===== src/rtl/dlx_pkg.sv =====
// ----------------------------------------------------------------------------
// dlx_pkg
// Shared definitions for the DLX single-cycle core support logic.
//   TRAP_HALT       : instruction encoding of the halt trap
//   DMEM_DUMP_START : first byte address of the data-memory dump window
//   DMEM_DUMP_END   : exclusive end byte address of the dump window
//   DUMP_CNT_W      : default width of the dumped-word counter
//   dump_state_t    : state encoding of the trap dump engine
// ----------------------------------------------------------------------------
package dlx_pkg;

    localparam logic [31:0] TRAP_HALT       = 32'h4400_0300;
    localparam logic [31:0] DMEM_DUMP_START = 32'h0000_2000;
    localparam logic [31:0] DMEM_DUMP_END   = 32'h0000_2100;
    localparam int          DUMP_CNT_W      = 8;

    typedef enum logic [2:0] {
        IDLE = 3'd0,
        READ = 3'd1,
        WAIT = 3'd2,
        SEND = 3'd3,
        DONE = 3'd4
    } dump_state_t;

    // Words are 32 bits wide, so consecutive word addresses differ by 4.
    function automatic logic [31:0] next_word_addr(input logic [31:0] addr);
        return addr + 32'd4;
    endfunction

endpackage


===== src/rtl/trap_dump_unit.sv =====
// ----------------------------------------------------------------------------
// trap_dump_unit
// Watches the fetched instruction for the halt trap, freezes the core and
// then streams the data-memory window [DUMP_START, DUMP_END) out one word
// at a time over a valid/ready interface.
//
// Ports:
//   clock        : system clock, rising edge
//   reset        : asynchronous, active-low reset
//   instruction  : instruction currently fetched by the core
//   enable       : trap detection allowed when 1
//   halt         : stalls core PC/register/memory writes
//   mem_rd_en    : data-memory word read strobe
//   mem_addr     : byte address of the word being read
//   mem_rdata    : big-endian word, valid the cycle after mem_rd_en
//   dump_valid   : dump_addr/dump_data hold a word
//   dump_ready   : sink accepts the word
//   dump_addr    : address of the presented word
//   dump_data    : presented word
//   dump_count   : number of words accepted so far
//   done         : whole window transferred
// ----------------------------------------------------------------------------
module trap_dump_unit
    import dlx_pkg::*;
#(
    parameter logic [31:0] DUMP_START = DMEM_DUMP_START,
    parameter logic [31:0] DUMP_END   = DMEM_DUMP_END,
    parameter logic [31:0] TRAP_WORD  = TRAP_HALT,
    parameter int          CNT_W      = DUMP_CNT_W
) (
    input  logic             clock,
    input  logic             reset,
    input  logic [0:31]      instruction,
    input  logic             enable,
    output logic             halt,
    output logic             mem_rd_en,
    output logic [0:31]      mem_addr,
    input  logic [0:31]      mem_rdata,
    output logic             dump_valid,
    input  logic             dump_ready,
    output logic [0:31]      dump_addr,
    output logic [0:31]      dump_data,
    output logic [CNT_W-1:0] dump_count,
    output logic             done
);

    // An empty window skips the read loop entirely.
    localparam bit EMPTY_WINDOW = (DUMP_START == DUMP_END);

    dump_state_t state_q;
    dump_state_t state_d;

    logic [31:0] addr_cnt;
    logic [31:0] addr_next;
    logic        trap_hit;
    logic        accept;
    logic        last_word;

    assign trap_hit  = enable && (instruction == TRAP_WORD);
    assign accept    = (state_q == SEND) && dump_ready;
    assign addr_next = next_word_addr(addr_cnt);
    assign last_word = (addr_next == DUMP_END);

    // State register.
    always_ff @(posedge clock or negedge reset) begin
        if (!reset) begin
            state_q <= IDLE;
        end else begin
            state_q <= state_d;
        end
    end

    // Next-state logic. Once out of IDLE the trap input is ignored, so a
    // re-presented trap can never restart a dump in progress or a finished one.
    always_comb begin
        state_d = state_q;
        case (state_q)
            IDLE: begin
                if (trap_hit) begin
                    state_d = EMPTY_WINDOW ? DONE : READ;
                end
            end
            READ: state_d = WAIT;
            WAIT: state_d = SEND;
            SEND: begin
                if (dump_ready) begin
                    state_d = last_word ? DONE : READ;
                end
            end
            DONE:    state_d = DONE;
            default: state_d = IDLE;
        endcase
    end

    // Output decode straight from the current state.
    always_comb begin
        mem_rd_en  = 1'b0;
        dump_valid = 1'b0;
        done       = 1'b0;
        case (state_q)
            READ:    mem_rd_en  = 1'b1;
            SEND:    dump_valid = 1'b1;
            DONE:    done       = 1'b1;
            default: ;
        endcase
    end

    assign mem_addr = addr_cnt;

    // halt is registered from the next state so it rises one edge after the
    // trap and stays high for the rest of the dump and in DONE.
    always_ff @(posedge clock or negedge reset) begin
        if (!reset) begin
            halt <= 1'b0;
        end else begin
            halt <= (state_d != IDLE);
        end
    end

    // Address counter: advances only after a word is accepted and more
    // words remain, so it points at the word being read or presented.
    always_ff @(posedge clock or negedge reset) begin
        if (!reset) begin
            addr_cnt <= DUMP_START;
        end else if (accept && !last_word) begin
            addr_cnt <= addr_next;
        end
    end

    // Capture the memory word when it becomes valid; the pair stays frozen
    // through SEND however long the sink stalls.
    always_ff @(posedge clock or negedge reset) begin
        if (!reset) begin
            dump_addr <= '0;
            dump_data <= '0;
        end else if (state_q == WAIT) begin
            dump_addr <= addr_cnt;
            dump_data <= mem_rdata;
        end
    end

    // Count of words the sink has accepted.
    always_ff @(posedge clock or negedge reset) begin
        if (!reset) begin
            dump_count <= '0;
        end else if (accept) begin
            dump_count <= dump_count + CNT_W'(1);
        end
    end

endmodule


===== config.mk =====
export PLATFORM = sky130hd
export DESIGN_NAME = trap_dump_unit
export DESIGN_NICKNAME = d
export VERILOG_FILES = /design/src/rtl/dlx_pkg.sv /design/src/rtl/trap_dump_unit.sv
export SDC_FILE = /design/constraint.sdc
export NUM_CORES = 1
export LEC_CHECK = 0
export CAP_MARGIN = 20
export CORE_ASPECT_RATIO = 0.6
export CORE_MARGIN = 3
export CORE_UTILIZATION = 46
export CTS_CLUSTER_SIZE = 8
export DETAILED_ROUTE_END_ITERATION = 10
export PLACE_DENSITY = 0.78
export SLEW_MARGIN = 25
export SYNTH_ARGS = -nofsm -noshare
export SYNTH_HDL_FRONTEND = slang
export SYNTH_SLANG_ARGS = --single-unit

===== constraint.sdc =====
create_clock -name clock -period 3.9 [get_ports clock]
set_clock_uncertainty 0.2 [all_clocks]
set_input_delay 0.39 -clock clock [delete_from_list [all_inputs] [get_ports clock]]
set_output_delay 0.39 -clock clock [all_outputs]
set_load 0.02 [all_outputs]

# Yosys cells after proc, flatten, opt, wreduce, memory -nomap -nowiden
# Index checks and enable logic that the tools add are counted.
dict set report totals {
  mem_bits_ro 0
  inputBits 68
  latch_bits 0
  n_memories 0
  mem_bits_rw 0
  reg_bits 108
  output_inout_bits 108
}
dict set report op_classes {
  n_div 0
  bitwise 0
  shift 0
  eq_ne 6
  add_sub_neg 2
  n_mul 0
  muxes 7
  order_cmp 0
  n_reduce_logical 6
}
# op count
set ops {}
lappend ops {{$add A32 B3 Y32 const B} 1}
lappend ops {{$eq A32 B14 Y1 const B} 1}
lappend ops {{$eq A32 B31 Y1 const B} 1}
lappend ops {{$pmux W3 S5} 1}
lappend ops {{$mux W3} 3}
lappend ops {{$add A8 B1 Y8 const B} 1}
lappend ops {{$eq A3 B2 Y1 const B} 2}
lappend ops {{$eq A3 B1 Y1 const B} 1}
lappend ops {{$eq A3 B3 Y1 const B} 1}
lappend ops {{$logic_and A1 B1 Y1} 3}
lappend ops {{$logic_not A3 Y1} 1}
lappend ops {{$mux W1} 3}
lappend ops {{$reduce_bool A3 Y1} 1}
lappend ops {{$logic_not A1 Y1} 1}

# Depth between registers and ports, before layout
# Gate-level depths: netlist (run 1).
dict set report logic_depth {
  word_depth 6
  ltp_mapped 11
}

# Least setup slack after synthesis (run 1)
# No wires, ideal clock.
dict set report synth_timing {
  path_kind {register to register}
  startpoint {register addr_cnt[2] (netlist: mem_addr[29])}
  endpoint {register addr_cnt[20] (netlist: mem_addr[11])}
  path_stages_with_launch 11
  setup_slack_ps 588
  arrival_ps 2981
  required_ps 3568
  path_buffers 1
  setup_time_ps 132
  cell_sequence {dfrtp_1 ha_1 nand4_1 or3_1 a2111oi_4 o22ai_1 or4_4 o21ai_4 buf_6 nor3_1 xor2_1}
}
dict set report synth_between {
  elab_chain_cells 4
}
# item line_no
set synth_rtl {}
lappend synth_rtl {{start, declared} trap_dump_unit.sv:53} ;# logic [31:0] addr_cnt;
lappend synth_rtl {{start signal, assigned} trap_dump_unit.sv:126} ;# addr_cnt <= addr_next;
lappend synth_rtl {{$add A32 B3 Y32 (*)} dlx_pkg.sv:27} ;# return addr + 32'd4;
lappend synth_rtl {{$eq A32 B14 Y1} trap_dump_unit.sv:62} ;# assign last_word = (addr_next == DUMP_END);
lappend synth_rtl {{$logic_not A1 Y1} trap_dump_unit.sv:125} ;# end else if (accept && !last_word) begin
lappend synth_rtl {{$logic_and A1 B1 Y1} trap_dump_unit.sv:125}
# Every way passes the cells marked *; elsewhere a longest branch is shown, timed or not.
# A chain may end at the register's enable or synchronous reset.

# Worst setup path after layout (run 1)
dict set report layout_timing {
  startpoint {register addr_cnt[2] (netlist: mem_addr[29])}
  endpoint {register addr_cnt[18] (netlist: mem_addr[13])}
}
# The elaborated chain is that of the path after synthesis.

==> impl_metrics.toml, run 1 <==
[yosys]
synth_cells = 446
synth-edff-count = 0
yosysSeqAreaShare_pct = 51.55
async_reset_ff_share_pct = 100.0
synth.avg_cell_area_um2 = 11.33
ys.flop_type = "dfrtp_1"
netlist_area_mm2 = 0.005051
yosysWarnings = 0
ys_seq_elements = 104
ys_types = 49

[final_layout]
syn_to_final_growth_pct = 41.66
fin_util_pct = 69.71
seqCellArea_mm2 = 0.002604
nNetsFinal = 680
nFillCells = 770
drive_gt1_share_pct = 15.15
antenna_cells = 0
layout_common_cells = "170 x clkdlybuf4s50_1, 103 x dfrtp_1, 63 x mux2_2, 26 x nor2_1, 26 x nor3_1"
final_cells = 749
multi_input_area_mm2 = 0.002261
stdcell_area_mm2 = 0.007156
final_common_cell = "clkdlybuf4s50_1"

[setup_path]
path_cells = "ha_1, nand4_1, or3_1, a2111oi_4, o22ai_1, or4_4, o21ai_4, buf_4, nor4_1, xor2_1"
rrSetupSlack_ps = 350
critPathMaxFanout = 8
required_ps = 3900
arrival_ps = 3550
criticalPathCategory = "reg -> reg"
end_kind = "register"
critPathMaxStageDelay_ps = 560
reg2reg_depth = 10
r2r-end = "mem_addr[13]"
start_kind = "register"
crit_slowest_cell = "or4_4"
r2r-start = "mem_addr[29]"

[pwr]
combPwrFrac_pct = 41.3
power.density_mw_per_mm2 = 591.8
vdd_ir_drop_max_v = 0.0004539
clock_power_share_pct = 21.3
p_switching_w = 0.001451
power.internal_w = 0.002783
p_leak_nw = 2.941
p_sw_share_pct = 34.27
seqPwrFrac_pct = 37.4

[route]
post_drt_via_cell_ratio = 5.535
dr.pass1.iters = 5
antenna_left = 0
remaining_drc_errors = 0
post_drt_wl_per_cell_um = 17.03
first_iter_violations = 409
wirelength_um = 12760
num_vias = 4146

[clock_network]
cts.sinks = 104
root_buffer = "clkbuf_16"
h-tree-depth = 3
cts_tree = "done"
post_cts_resized = 0
cts_made_buffers = 9
clk_pin_slew_ps = 70
clk_latency_ps = 340
clock_path_buffers = 2

[min_path]
min_to = "dump_count[7]"
hp-start = "dump_count[7]"
hold_path_class = "reg -> reg"
min_delay_path_depth = 1

[timing]
hold_violations = 0
setup_tns_ps = 0
worst_slew_pin_slew_ps = 701.9
fin_crit_ps = 3547
maxSlewViolCount = 0
period_share_pct = 90.95
relSlewSlack_pct = 53.11
setup_viol = 0
fmax_mhz = 281.9
rsz0062_at_grt = "false"

[floorplan]
fp.coreArea_mm2 = 0.01026
fp-row-count = 28
start_util_pct = 49.21
ioPinCount = 176
chipWidth_um = 141.3
die_area_mm2 = 0.01232
die_h_um = 87.17

[global_route]
grt_pass1_vias = 3982
antenna_found_initial = 0
grt_overflow_total = 0
grt_max_degree = 54
grt_pass1_wl_um = 20600
grt_use_total_pct = 20.74

[place]
numPortBuffers = 171
place.gp.congestion = 0.9337
dpl-instance-area_mm2 = 0.006842
dp_cells = 732
dp_hpwl_um = 9745

[run]
max_cap_violations = 0

[outcome]
status = "finished, final reports clean"
[metrics by stage]
step                power [W]  hold slack, ps  setup slack, ps
detailed placement   0.003375           269.2            379.4
finish               0.004235           274.4            353.0
global route         0.004471           291.0            144.0
floorplan            0.002574          -105.6            587.6
global placement     0.003318           263.1            468.5
CTS                  0.004289           281.1            362.7
[power groups by stage]
stage	logic (W)	clock network (W)	registers [W]
4_1_cts	0.00177	0.000926	0.00159
5_1_grt	0.00186	0.000970	0.00164
3_5_place_dp	0.00177	0	0.00161
3_3_place_gp	0.00174	0	0.00158
6_report	0.00175	0.000902	0.00158
2_1_floorplan	0.000720	0	0.00185
[layer usage]
| layer | up-vias | GRT usage [%] | part of all wire, % |
|---|---|---|---|
| met4 | 0 | 3.342 | 0.59 |
| met1 | 2022 | 30.69 | 45 |
| met3 | 11 | 5.650 | 8.8 |
| li1 | 1925 | - | - |
| met2 | 188 | 31.32 | 45 |
| met5 | - | 0 | 0 |
[state kept, by name, summed over array words and instances (netlist names)]
signal,cells
halt,1
dump_count,8
mem_addr,30
state_q,3
dump_data,32
dump_addr,30
[repair_timing]
action / in CTS / in global routing
hold buffers: 1 / 0
setup buffers: 0 / 0
endpoints found under the hold margin: 50 / 0
[critical path, delay by kind of cell, from the launching register on]
kind	cells	cell delay (ps)
AOI/OAI and AO/OA	3	610
xor gates and xnor gates	1	170
adders and majority gates	1	290
buffers and inverters	1	210
DFF	1	480
and+or+nand+nor	4	1460
[synthesized netlist by cell type (4+ instances only)]
master / instances / area [um^2]
nand4_1: 13 / 81.33
buf_4: 9 / 67.56
xnor2_1: 18 / 157.7
nand2_1: 25 / 93.84
o21ai_0: 6 / 30.03
xor2_1: 22 / 192.7
buf_2: 6 / 30.03
nand3_1: 18 / 90.09
nor4_1: 17 / 106.4
dfrtp_1: 103 / 2577
and3_1: 8 / 50.05
nor4b_1: 5 / 43.79
a211oi_1: 4 / 30.03
mux2_2: 63 / 709.4
inv_1: 9 / 33.78
and2_1: 5 / 31.28
nor3_1: 26 / 130.1
and4_1: 4 / 35.03
clkbuf_1: 11 / 41.29
nor2_1: 26 / 97.59
[how the worst max path moves through the flow]
stage | start | to | slack, ps | cells past startpoint
after floorplan | mem_addr[29] | mem_addr[11] | 590 | 10
after global placement | mem_addr[29] | mem_addr[17] | 470 | 10
after detailed placement | mem_addr[29] | mem_addr[13] | 380 | 10
after CTS | mem_addr[29] | mem_addr[13] | 360 | 10
after global routing | mem_addr[28] | mem_addr[17] | 140 | 10
final | mem_addr[29] | mem_addr[13] | 350 | 10
[kinds of logic after synthesis]
kind of cell	after synthesis	synth area share [%]
AO/OA/AOI/OAI	33	5.177
XOR/XNOR	40	6.936
adder cells (fa/ha/maj)	3	0.7432
buffers and inverters	39	4.062
flip-flops	104	51.55
multiplexers	63	14.05
other	1	0.07424
AND/OR/NAND/NOR	163	17.41
[final cells by class]
class | instances | share of cell area, %
sequential | 104 | 36.39
inverter | 9 | 0.4721
clock inverter | 7 | 1.102
timing repair buffer | 179 | 24.93
tap | 135 | 2.361
multi-input combinational | 306 | 31.60
clock buffer | 9 | 3.147
(Power assumes the default switching activity.)
==> run 2: changes to the inputs <==
Settings changed: ABC_AREA set to 1, PLACE_DENSITY 0.78 to 0.77.
==> impl_metrics.toml, run 2 <==
[outcome]
status = "finished, final reports clean"

[clock_network]
cts_made_buffers = 9
clock_path_buffers = 2
h-tree-depth = 3
clk_latency_ps = 360
cts_tree = "done"
cts.sinks = 104
clk_pin_slew_ps = 80
root_buffer = "clkbuf_16"

[global_route]
grt_max_degree = 92
grt_use_total_pct = 26.49
grt_pass1_wl_um = 25770
antenna_found_initial = 0
grt_pass1_vias = 4661
grt_overflow_total = 0

[yosys]
yosysSeqAreaShare_pct = 49.31
ys.flop_type = "dfrtp_1"
synth.avg_cell_area_um2 = 8.148
ys_types = 32
synth-edff-count = 0
async_reset_ff_share_pct = 100.0
yosysWarnings = 0
synth_top_cell_by_area = "dfrtp_1"
synth_top_area_share_pct = 48.82
synth_cells = 648
netlist_area_mm2 = 0.005280
synthTopCellsByArea = "dfrtp_1 49%, nand2_1 15%, mux2_2 7.3%"
synthTopCellsByCount = "212 x nand2_1, 103 x dfrtp_1, 60 x nor2_1"
ys_seq_elements = 104
yosysMostFrequentCell = "nand2_1"

[route]
remaining_drc_errors = 0
num_vias = 5012
post_drt_wl_per_cell_um = 17.63
wirelength_um = 16930
antenna_left = 0
first_iter_violations = 312
post_drt_via_cell_ratio = 5.221
dr.pass1.iters = 5

[final_layout]
stdcell_area_mm2 = 0.007420
antenna_cells = 0
nNetsFinal = 887
regMostFlops = "dump_data"
layout_common_cells = "212 x nand2_1, 170 x clkdlybuf4s50_1, 103 x dfrtp_1, 60 x nor2_1, 59 x inv_1"
final_common_cell = "nand2_1"
largest_reg_flops = 32
syn_to_final_growth_pct = 40.52
drive_gt1_share_pct = 8.892
fin_util_pct = 68.16
nFillCells = 899

[floorplan]
start_util_pct = 48.51
die_h_um = 88.99
fp.coreArea_mm2 = 0.01089
die_area_mm2 = 0.01284
chipWidth_um = 144.3
fp-row-count = 29
ioPinCount = 176

[setup_path]
start_kind = "register"
criticalPathCategory = "reg -> reg"
r2r-start = "mem_addr[28]"
arrival_ps = 3200
critPathMaxFanout = 30
startpoint = "mem_addr[28]"
end_kind = "register"
required_ps = 3990

[timing]
fmax_mhz = 321.7
worst_slew_pin_slew_ps = 665.8
hold_slack_ps = 288.0
rsz0062_at_grt = "false"
relSlewSlack_pct = 55.46
setup_viol = 0
fin_crit_ps = 3109
period_share_pct = 79.72
maxSlewViolCount = 0
setup_tns_ps = 0
hold_violations = 0

[place]
numPortBuffers = 171
dpl-instance-area_mm2 = 0.007086
place.gp.congestion = 1.016
dp_hpwl_um = 12910

[pwr]
power.density_mw_per_mm2 = 416.2
vdd_ir_drop_max_v = 0.0002299
total_power_w = 0.003088
p_leak_nw = 3.386

[run]
max_cap_violations = 0

[min_path]
hp-start = "dump_addr[25]"
hold_path_class = "reg -> reg"
[run 2: changes by cell type in the layout (fill, tap and decap cells not counted), sizes merged, moves of 18 or more]
cell | before | now
nand2 | 25 | 215
inv | 11 | 66
nor2 | 26 | 68
nand3 | 18 | 57
mux2 | 63 | 34
o21ai | 7 | 35
nor3 | 26 | 8
[run 2: cell families after synthesis]
| family | count (synthesis) | share of synthesized area [%] |
|---|---|---|
| other | 1 | 0.07102 |
| muxes | 34 | 7.251 |
| and+or+nand+nor | 374 | 30.47 |
| AOI/OAI and AO/OA | 37 | 3.531 |
| xor gates and xnor gates | 11 | 1.825 |
| DFF | 104 | 49.31 |
| buffers and inverters | 84 | 6.824 |
| adders and majority gates | 3 | 0.7110 |
[run 2: layout make-up]
cell class / count / area (um^2) / area share (%)
inverter: 61 / 229.0 / 3.086
tap: 139 / 173.9 / 2.344
clock buffer: 9 / 225.2 / 3.035
clock inverter: 7 / 78.83 / 1.062
sequential: 104 / 2604 / 35.09
multi-input combinational: 463 / 2340 / 31.53
timing repair buffer: 177 / 1769 / 23.84
[run 2: power by group]
part / switching [W] / total [W] / internal [W]
registers: 0.0000795 / 0.00133 / 0.00125
clock network: 0.000462 / 0.000924 / 0.000461
logic: 0.000380 / 0.000839 / 0.000459
total: 0.000922 / 0.00309 / 0.00217
[run 2: routing by layer]
layer	part of all wire [%]	global-route usage (%)	up-vias
met5	0	0	-
met4	1.0	5.843	0
met3	9.0	6.093	16
met2	42	38.81	218
met1	48	40.24	2373
li1	-	-	2405
[run 2: path summary, 6_finish.rpt]
kind	to	slack (ps)	cells after the start
max	mem_addr[3]	790	12
min	dump_addr[25]	290	2
max reg2reg	mem_addr[3]	790	12
min reg2reg	dump_addr[25]	290	2
max in group asynchronous	mem_addr[19]	2280	3
min in group asynchronous	mem_addr[9]	360	2
[run 2: stage by stage]
step,instances,setup WS (ps)
6_report,960,791.1
5_1_grt,960,542.2
4_1_cts,959,845.3
3_5_place_dp,942,880.9
3_3_place_gp,942,905.9
2_1_floorplan,651,1517
[run 2: timing repair]
item	4_1_cts	5_1_grt
hold endpoints to repair	42	0
endpoints found under the setup margin	0	0
hold buffers	1	0
buffers inserted	0	0
resized for setup	0	0
[run 2: critical path, stage by stage (launching register included)]
cell,delay (ps)
dfrtp_1,460
ha_1,250
nand2_1,120
nor2_4,160
nand3_1,280
xor2_1,270
nor2_1,110
nand3_1,80
nor3_2,240
nand3_2,130
nand2_2,520
nand2_1,130
nand2_1,80
==> run 3: changes to the inputs <==
Settings changed: CORE_UTILIZATION 46 to 42, PLACE_DENSITY 0.77 to 0.74.
Clock period 3.9 ns to 2.56 ns, I/O delays scaled along.
==> impl_metrics.toml, run 3 (synthesis results as in run 2) <==
[final_layout]
seqCellArea_mm2 = 0.002610
layout_common_cells = "173 x nand2_1, 170 x clkdlybuf4s50_1, 98 x dfrtp_1, 59 x inv_1, 55 x buf_4"
syn_to_final_growth_pct = 58.86
largest_reg_flops = 32
antenna_cells = 0
fin_util_pct = 68.87
final_common_cell = "nand2_1"
nFillCells = 986
drive_gt1_share_pct = 23.19
final_cells = 1049
multi_input_area_mm2 = 0.002673
nNetsFinal = 951
regMostFlops = "dump_data"

[timing]
setup_viol = 30
fmax_mhz = 380.0
maxSlewViolCount = 0
fin_ws_ps = -71.72
period_share_pct = 102.8
hold_slack_ps = 120.8
rsz0062_at_grt = "true"
fin_crit_ps = 2632
hold_violations = 0
setup_tns_ps = -1295

[pwr]
power.internal_w = 0.003272
p_sw_share_pct = 29.06
seqPwrFrac_pct = 43.8
p_leak_nw = 3.846
power.density_mw_per_mm2 = 549.9
total_power_w = 0.004612
clock_power_share_pct = 28.6
vdd_ir_drop_max_v = 0.0003405
combPwrFrac_pct = 27.6
p_switching_w = 0.001341

[global_route]
grt_pass1_wl_um = 28140
grt_use_total_pct = 26.25
grt_pass1_vias = 5128
antenna_found_initial = 0
grt_max_degree = 70
grt_overflow_total = 0

[route]
post_drt_via_cell_ratio = 5.015
num_vias = 5261
wirelength_um = 18720
post_drt_wl_per_cell_um = 17.85
first_iter_violations = 387
dr.pass1.iters = 5
remaining_drc_errors = 0
antenna_left = 0

[setup_path]
path_cells = "buf_6, nand2_4, nor2_4, nand3_2, o21ai_0, nand3_2, nor3_4, nand3_4, buf_6, nand2_8, clkbuf_16, nand2_2, nand2_1"
end_kind = "register"
critPathMaxFanout = 8
arrival_ps = 2720
start_kind = "register"
criticalPathCategory = "reg -> reg"
timing.critical_path.buf_inv = 3
critPathMaxStageDelay_ps = 420
crit_slowest_cell = "dfrtp_1"
path_delay_family = "simple AND/OR/NAND/NOR gates"
required_ps = 2650

[place]
dp_cells = 1013
numPortBuffers = 171
place.gp.congestion = 0.9437
dp_hpwl_um = 14200

[floorplan]
chipWidth_um = 150.8
fp.coreArea_mm2 = 0.01218
die_area_mm2 = 0.01400
die_h_um = 92.85
start_util_pct = 43.35
fp-row-count = 31
ioPinCount = 176

[clock_network]
root_buffer = "clkbuf_16"
clk_pin_slew_ps = 80
cts.sinks = 104
clk_latency_ps = 350
cts_made_buffers = 9
clock_path_buffers = 2
cts_tree = "done"
h-tree-depth = 3

[min_path]
hold_path_class = "in -> async"

[run]
max_cap_violations = 0

[outcome]
status = "finished with violations"
violations = "negative setup slack"
run 3: cell types whose count changed in the layout (fill, tap and decap cells not counted), moves of 3 or more:
cell     before  now
nand3_1      55   46
buf_4         5   55
nor2_2        5    8
nand2_2       3   30
dfrtp_2       0    5
nand2_1     212  173
dfrtp_1     103   98
inv_6         4    1
nand3_2       1    8
buf_12        1    6
nand2_4       0   11
buf_6         0    6
nor2_4        3   12
nor2_1       60   48
run 3: path summary, 6_finish.rpt:
path                               startpoint  depth (start not counted)  slack, ps       endpoint
max in group asynchronous               reset                          3       1460   mem_addr[14]
worst min-delay path                    reset                          2        120   dump_addr[7]
worst min register to register  dump_count[7]                          1        280  dump_count[7]
min in group clock              dump_count[7]                          1        280  dump_count[7]
worst max-delay path             mem_addr[28]                         13        -70   mem_addr[18]
worst max register to register   mem_addr[28]                         13        -70   mem_addr[18]
run 3: power by group through the flow:
stage / clock network (W) / logic [W] / registers [W]
final: 0.00132 / 0.00127 / 0.00202
after global routing: 0.00140 / 0.00134 / 0.00204
after CTS: 0.00134 / 0.00129 / 0.00202
after detailed placement: 0 / 0.00129 / 0.00205
after global placement: 0 / 0.00127 / 0.00203
after floorplan: 0 / 0.000230 / 0.00237
run 3: final cells by class:
cell class / count / area share (%)
multi-input combinational: 463 / 31.86
sequential: 104 / 31.12
timing repair buffer: 241 / 28.52
inverter: 61 / 2.730
clock buffer: 9 / 2.685
tap: 165 / 2.461
clock inverter: 6 / 0.6265
run 3: metal layers:
metal  track usage (%)  routed length (um)  vias to the layer above
li1                  -                   -                     2531
met1             39.86                8680                     2493
met2             39.33                7949                      218
met3             6.064                1954                       19
met4             3.167                 139                        0
met5                 0                   0                        -
run 3: timing repair:
item	CTS	global route
endpoints found under the setup margin	32	32
buffers inserted	11	6
hold endpoints to repair	103	0
hold buffers	1	0
pin swaps	6	28
resized for setup	40	63
cloned	2	1
run 3: per-stage QoR:
stage                     setup slack [ps]  cell area, um^2
after floorplan                      176.8             5291
after CTS                            9.844             8108
after global routing                -192.3             8388
after global placement              -144.8             7531
after detailed placement            -158.3             7531
final                               -71.72             8388
